$ cat src/rtl/pulse_conditioner.sv
// Trigger synchronizer, glitch filter and burst-limited pulse shaper for the divider.
// Optional missed-edge counter enabled by defining PULSE_COND_MISS_COUNT_EN.
module pulse_conditioner #(
    parameter int SYNC_STAGES   = 2,
    parameter int FILTER_CYCLES = 3,
    parameter int PULSE_WIDTH   = 4,
    parameter int HOLDOFF_WIDTH = 16,
    parameter int COUNT_WIDTH   = 32
) (
    input  logic                     sample_clock,
    input  logic                     external_reset,
    input  logic                     raw_trigger,
    input  logic                     arm,
    input  logic [COUNT_WIDTH-1:0]   burst_target,
    input  logic [HOLDOFF_WIDTH-1:0] holdoff_cycles,
    output logic                     conditioned_pulse,
    output logic                     divider_enable,
    output logic                     burst_done,
    output logic [COUNT_WIDTH-1:0]   pulse_count
`ifdef PULSE_COND_MISS_COUNT_EN
    ,
    output logic [15:0]              missed_count
`endif
);

    localparam int FW  = $clog2(FILTER_CYCLES + 1);
    localparam int PWW = $clog2(PULSE_WIDTH + 1);

    localparam logic [2:0] IDLE       = 3'd0;
    localparam logic [2:0] ARMED      = 3'd1;
    localparam logic [2:0] PULSE_HIGH = 3'd2;
    localparam logic [2:0] HOLDOFF    = 3'd3;
    localparam logic [2:0] DONE       = 3'd4;

    logic [SYNC_STAGES-1:0]   sync_q, sync_d;
    logic [FW-1:0]            filt_q, filt_d;
    logic [2:0]               state_q, state_d;
    logic [PWW-1:0]           pw_q, pw_d;
    logic [HOLDOFF_WIDTH-1:0] ho_q, ho_d;
    logic [COUNT_WIDTH-1:0]   bt_q, bt_d;
    logic [COUNT_WIDTH-1:0]   cnt_q, cnt_d;
    logic                     done_q, done_d;
    logic                     drop_q, drop_d;
    logic                     sync_out;
    logic                     accept;

    assign sync_out = sync_q[SYNC_STAGES-1];
    assign sync_d   = {sync_q[SYNC_STAGES-2:0], raw_trigger};

    // Count saturates at FILTER_CYCLES so a held-high input is accepted once
    always_comb begin
        filt_d = filt_q;
        if (!sync_out) begin
            filt_d = '0;
        end else if (filt_q != FW'(FILTER_CYCLES)) begin
            filt_d = filt_q + FW'(1);
        end
    end

    assign accept = sync_out && (filt_q == FW'(FILTER_CYCLES - 1));

    always_comb begin
        state_d = state_q;
        pw_d    = pw_q;
        ho_d    = ho_q;
        bt_d    = bt_q;
        cnt_d   = cnt_q;
        done_d  = done_q;
        drop_d  = drop_q;
        unique case (state_q)
            IDLE: begin
                if (arm) begin
                    state_d = ARMED;
                    cnt_d   = '0;
                    done_d  = 1'b0;
                    bt_d    = burst_target;
                end
            end
            ARMED: begin
                if (!arm) begin
                    state_d = IDLE;
                end else if (accept) begin
                    state_d = PULSE_HIGH;
                    pw_d    = '0;
                    drop_d  = 1'b0;
                    if (cnt_q != {COUNT_WIDTH{1'b1}}) begin
                        cnt_d = cnt_q + COUNT_WIDTH'(1);
                    end
                end
            end
            PULSE_HIGH: begin
                pw_d = pw_q + PWW'(1);
                if (!arm) begin
                    drop_d = 1'b1;
                end
                // Width always completes; an arm drop is honoured afterwards
                if (pw_q == PWW'(PULSE_WIDTH - 1)) begin
                    if (drop_q || !arm) begin
                        state_d = IDLE;
                    end else begin
                        state_d = HOLDOFF;
                        ho_d    = holdoff_cycles;
                    end
                end
            end
            HOLDOFF: begin
                if (!arm) begin
                    state_d = IDLE;
                end else if (ho_q <= HOLDOFF_WIDTH'(1)) begin
                    if ((bt_q != '0) && (cnt_q == bt_q)) begin
                        state_d = DONE;
                        done_d  = 1'b1;
                    end else begin
                        state_d = ARMED;
                        bt_d    = burst_target;
                    end
                end else begin
                    ho_d = ho_q - HOLDOFF_WIDTH'(1);
                end
            end
            DONE: begin
                if (!arm) begin
                    state_d = IDLE;
                end
            end
            default: begin
                state_d = IDLE;
            end
        endcase
    end

    always_ff @(posedge sample_clock) begin
        if (external_reset) begin
            sync_q  <= '0;
            filt_q  <= '0;
            state_q <= IDLE;
            pw_q    <= '0;
            ho_q    <= '0;
            bt_q    <= '0;
            cnt_q   <= '0;
            done_q  <= 1'b0;
            drop_q  <= 1'b0;
        end else begin
            sync_q  <= sync_d;
            filt_q  <= filt_d;
            state_q <= state_d;
            pw_q    <= pw_d;
            ho_q    <= ho_d;
            bt_q    <= bt_d;
            cnt_q   <= cnt_d;
            done_q  <= done_d;
            drop_q  <= drop_d;
        end
    end

    assign conditioned_pulse = (state_q == PULSE_HIGH);
    assign divider_enable    = (state_q == ARMED) || (state_q == PULSE_HIGH) ||
                               (state_q == HOLDOFF);
    assign burst_done        = done_q;
    assign pulse_count       = cnt_q;

`ifdef PULSE_COND_MISS_COUNT_EN
    logic [15:0] miss_q, miss_d;

    always_comb begin
        miss_d = miss_q;
        if ((state_q == IDLE) && arm) begin
            miss_d = '0;
        end else if (accept && arm && (miss_q != 16'hFFFF) &&
                     ((state_q == PULSE_HIGH) || (state_q == HOLDOFF))) begin
            miss_d = miss_q + 16'd1;
        end
    end

    always_ff @(posedge sample_clock) begin
        if (external_reset) begin
            miss_q <= '0;
        end else begin
            miss_q <= miss_d;
        end
    end

    assign missed_count = miss_q;
`endif

endmodule

$ cat config.mk
export PLATFORM = sky130hd
export DESIGN_NAME = pulse_conditioner
export DESIGN_NICKNAME = d
export VERILOG_FILES = /design/src/rtl/pulse_conditioner.sv
export SDC_FILE = /design/constraint.sdc
export NUM_CORES = 1
export LEC_CHECK = 0
export BUFFER_PORTS_ARGS = -buffer_cell sky130_fd_sc_hd__buf_4
export CORE_UTILIZATION = 40
export DETAILED_ROUTE_END_ITERATION = 6
export GPL_TIMING_DRIVEN = 1
export MAX_ROUTING_LAYER = met4
export PLACE_DENSITY_LB_ADDON = 0.12
export SYNTH_ARGS = -nofsm -noshare
export SYNTH_HDL_FRONTEND = slang
export SYNTH_SLANG_ARGS = --single-unit
$ cat constraint.sdc
create_clock -name sample_clock -period 3.2 [get_ports sample_clock]
set_clock_uncertainty 0.15 [all_clocks]
set_input_delay 0.64 -clock sample_clock [delete_from_list [all_inputs] [get_ports sample_clock]]
set_output_delay 0.64 -clock sample_clock [all_outputs]
set_load 0.02 [all_outputs]
==> reports/summary.md <==
TritonCTS built the clock tree. Including well taps, the total number of placed cells is 823. The power density over the cells is 417.7 nW/µm². The number of hold buffers added after CTS was 0. The sequential cells in the finished layout cover a total of 1842 µm². The logs give 0 for the post-CTS resize count and 0 for the number of max-cap violations. In this run the number of H-tree levels came out at 3.

The minimum setup slack in the final design was 0.4206 ns; the number of I/O port buffers was 86. On the worst path, the slowest cell contributes a delay of 0.65 ns. The startpoint identified for the worst register-to-register timing path is pw_q[0]$_SDFFE_PP0P_.

The via count of the first global-routing pass is 4203, and the cell count of the worst hold path is 1. The top-level port count was 87; the required time of the worst setup path was 3.30 ns. Adding up every negative setup slack in the final design gives 0 ns. Setup repair after global routing left no endpoint under its margin. Traced cell by cell, the critical path runs through ha_1 -> ha_1 -> inv_1 -> or4b_2 -> nor2_1 -> or2_1 -> o21ai_0 -> a221oi_1. Most numerous cell on the critical path: ha_1.

The worst hold path belongs to the class flop to flop. STA puts the critical path data arrival time at 2.88 ns. The number of vias in the routed layout came out at 4360. Detailed placement finished with a half-perimeter wire length of 9.204 mm. For the relative max-transition margin, the log shows 0.5160. The tools report the pre-CTS worst setup slack as 0.3847 ns. The clock latency reported for the late side of the worst-skew pair was 0.35 ns. The tools report the final standard cell count with taps included and fillers excluded as 839. Yosys attributes the largest share of cell area to dfxtp_1 (37%), xor2_1 (11%), nand2b_1 (8.4%), mux2i_1 (6.6%), nor2_1 (5.1%). The average wire length per cell after detail routing is 15.13 µm, and the last weighted congestion value of the routability-driven placer is 0.8207. The cell family with the largest share of critical-path delay was simple AND/OR/NAND/NOR gates. In this run, synthesis inferred 0 flip-flops with an integrated enable. At the pin with the least slew margin, the transition time is 0.7260 ns. The max-slew violation count was 0. Global routing finished with a remaining overflow of 0. The effective utilization at floorplan is 0.4123, and the largest voltage drop on the vdd net is 0.2409 mV. Setup violations remaining at the end of the flow were counted as 0.

The final cycle utilization of the critical path was 0.8686. The global-route wire length before repair was 20.70 mm. The die is 113.5 µm wide.

Among all flip-flop cells after synthesis, the most frequent one is dfxtp_1. The tools report the clock root buffer master as clkbuf_16. The area share of the largest cell type after synthesis is 0.3703, and the combinational cell fraction of total power is 0.116. The run finished with clean final reports. The run gives 0.3703 as the sequential element share of the synthesized area.

The count of distinct cell types in the synthesized netlist was 51; the synthesized net count was 646. For this run, the top clock speed supported by timing is 0.3598 GHz. After synthesis, the most frequently instantiated cells are dfxtp_1 (92), nor2_1 (68), nand2b_1 (67). For the number of placement rows, the log shows 40.

The internal power of the cells totals 1.865 mW. The post-route minimum period is 2.779 ns, and the flip-flop and latch count after synthesis is 92. After layout, the design draws a total of 2.524 mW.

The worst hold path begins at sync_q[0]$_SDFF_PP0_. The synthesized netlist occupies a cell area of 4974 µm². The tools report the total routing resource utilization after global routing as 0.2129. Leading cell type by number of instances after synthesis: dfxtp_1. The end of the worst register-to-register path was ho_q[0]$_SDFFE_PP0P_. Using the TritonRoute via totals, the vias-per-cell ratio works out to 5.197. The total area of multi-input combinational cells came out at 2957 µm². The run gives 12.69 mm as the sum of routed wire length over all layers. Sort of element at the start of the critical path: a flop.

Fill cells in the final layout number 1168. The share of layout cells above drive strength 1 came out at 0.1803. The initial antenna violation count was 0; the worst reg-to-reg setup slack was 0.42 ns. The highest fanout seen on the critical path was 16. dfxtp_1 takes more of the synthesized area than any other cell. Once detail routing completed, the nets flagged for antenna violations numbered 0. For the number of iterations in the first detailed-routing pass, the log shows 6.

After clock tree synthesis, the clock-pin slew on the worst setup and hold paths is 0.07 ns. The count of buffers added by post-CTS timing repair for setup was 0. 0 antenna diodes ended up in the layout.

The share of total power in the clock network came out at 0.398. The depth of the most critical reg-to-reg path came out at 8. The core region is 12060 µm². The buffer and inverter count on the worst path was 1; the floorplan die area was 12880 µm².

In this run the deepest clock path goes through 2 buffers. In the synthesized netlist, the number of instances is 587. The worst setup path is of the flop to flop kind. The run gives 0 as the final count of hold timing violations. The detailed router finished its first iteration with 262 violations. In this run the vertical extent of the chip is 113.5 µm. The critical path's slowest cell was or4b_2.

The switching power total is 0.6591 mW. The sequential share of power was 0.486; the maximum number of pins on one net before global-route repair was 92. The leakage dissipation was 2.543 nW. Compared with the post-synthesis result, the final layout area differs by 21.48%. The run gives 725 as the net total in the final layout. Clock tree synthesis inserted a total of 9 buffers.

For hold timing, the worst endpoint is sync_q[1]$_SDFF_PP0_. After detailed routing, the number of remaining DRC violations is 0. The synthesized area per cell came out at 8.473 µm².

The share of flip-flops with an asynchronous set or reset was 0. The clock drives 92 sinks. The switching power as a share of total power is 0.2612.

STA classifies the critical path endpoint as a flop. The number of gates on the worst path with buffers counted was 8. The Yosys step of the flow raised 0 warnings.
==> flip-flops by register name, summed over array words and instances (netlist names) <==
| register | flops |
|---|---|
| state_q | 3 |
| ho_q | 16 |
| drop_q | 1 |
| pw_q | 3 |
| filt_q | 2 |
| burst_done | 1 |
| sync_q | 2 |
| bt_q | 32 |
| pulse_count | 32 |
==> per-layer routing <==
| metal | global-route usage | routed length [µm] | vias to the layer above |
|---|---|---|---|
| met5 | - | 0 | - |
| met4 | 0.1202 | 481 | 0 |
| met3 | 0.03401 | 405 | 28 |
| met2 | 0.3207 | 5762 | 94 |
| met1 | 0.2718 | 6041 | 2038 |
| li1 | - | - | 2200 |
==> how the worst max path moves through the flow <==
stage	startpoint	end
after floorplan	pw_q[0]$_SDFFE_PP0P_	ho_q[0]$_SDFFE_PP0P_
after global placement	pw_q[0]$_SDFFE_PP0P_	ho_q[0]$_SDFFE_PP0P_
after detailed placement	pw_q[0]$_SDFFE_PP0P_	ho_q[0]$_SDFFE_PP0P_
after CTS	pw_q[0]$_SDFFE_PP0P_	ho_q[0]$_SDFFE_PP0P_
after global routing	pw_q[0]$_SDFFE_PP0P_	ho_q[0]$_SDFFE_PP0P_
final	pw_q[0]$_SDFFE_PP0P_	ho_q[0]$_SDFFE_PP0P_
==> final cells by class <==
class,count,area share
Sequential cell,92,0.3048
Inverter,8,0.004970
Timing Repair Buffer,95,0.1201
Multi-Input combinational cell,460,0.4893
Clock buffer,9,0.03727
Clock inverter,7,0.008697
Tap cell,168,0.03479
==> per-stage QoR <==
stage                     hold WS [ns]  cell area, µm²  utilization
after floorplan                 0.2638            4974            -
after global placement          0.2818            5764       0.4779
after detailed placement        0.2857            5764       0.4779
after CTS                       0.3115            6042       0.5009
after global routing            0.3247            6042       0.5009
final                           0.3125            6042       0.5009
==> power groups by stage <==
stage / logic [mW] / clock network, mW / registers, mW
after global placement: 0.291 / 0 / 1.25
final: 0.293 / 1.00 / 1.23
after detailed placement: 0.295 / 0 / 1.25
after global routing: 0.324 / 1.08 / 1.23
after CTS: 0.296 / 1.04 / 1.23
after floorplan: 0.202 / 0 / 1.24
==> kinds of logic (layout without fill, tap and decap cells) <==
kind of cell             Yosys count  count (layout)  share of synthesized area
XOR/XNOR                          62              62                     0.1092
flip-flops                        92              92                     0.3703
multiplexers                      33              33                    0.06642
buffers and inverters             35             119                    0.03522
AND/OR/NAND/NOR                  282             282                     0.3039
AO/OA/AOI/OAI                     76              76                    0.09736
adder cells (fa/ha/maj)            7               7                    0.01761
==> layout by cell type (no fill, tap or decap), types with 3 or more instances in the layout <==
cell type    n
nand2_1     39
nand2b_1    67
a22o_1       5
a21o_1       4
ha_1         7
and2_1       3
nand3_1     23
o21ai_0     21
inv_1        8
clkbuf_16    9
nor4_1      17
and4_1       6
nand4_1     22
a21oi_1     28
and3_1       7
buf_4       94
clkinvlp_4   4
xor2_1      60
a31oi_1      5
dfxtp_1     92
mux2i_1     33
nor2b_1      6
nor2_1      68
nor3_1      10
==> worst register-to-register path, delay by kind of cell, from the launching register on <==
| family | cells | cell delay [ns] |
|---|---|---|
| AOI/OAI and AO/OA | 2 | 0.49 |
| adders and majority gates | 2 | 0.30 |
| buffers and inverters | 1 | 0.06 |
| DFF | 1 | 0.35 |
| and+or+nand+nor | 3 | 1.33 |
No activity file was read; power rests on OpenSTA's default activity.
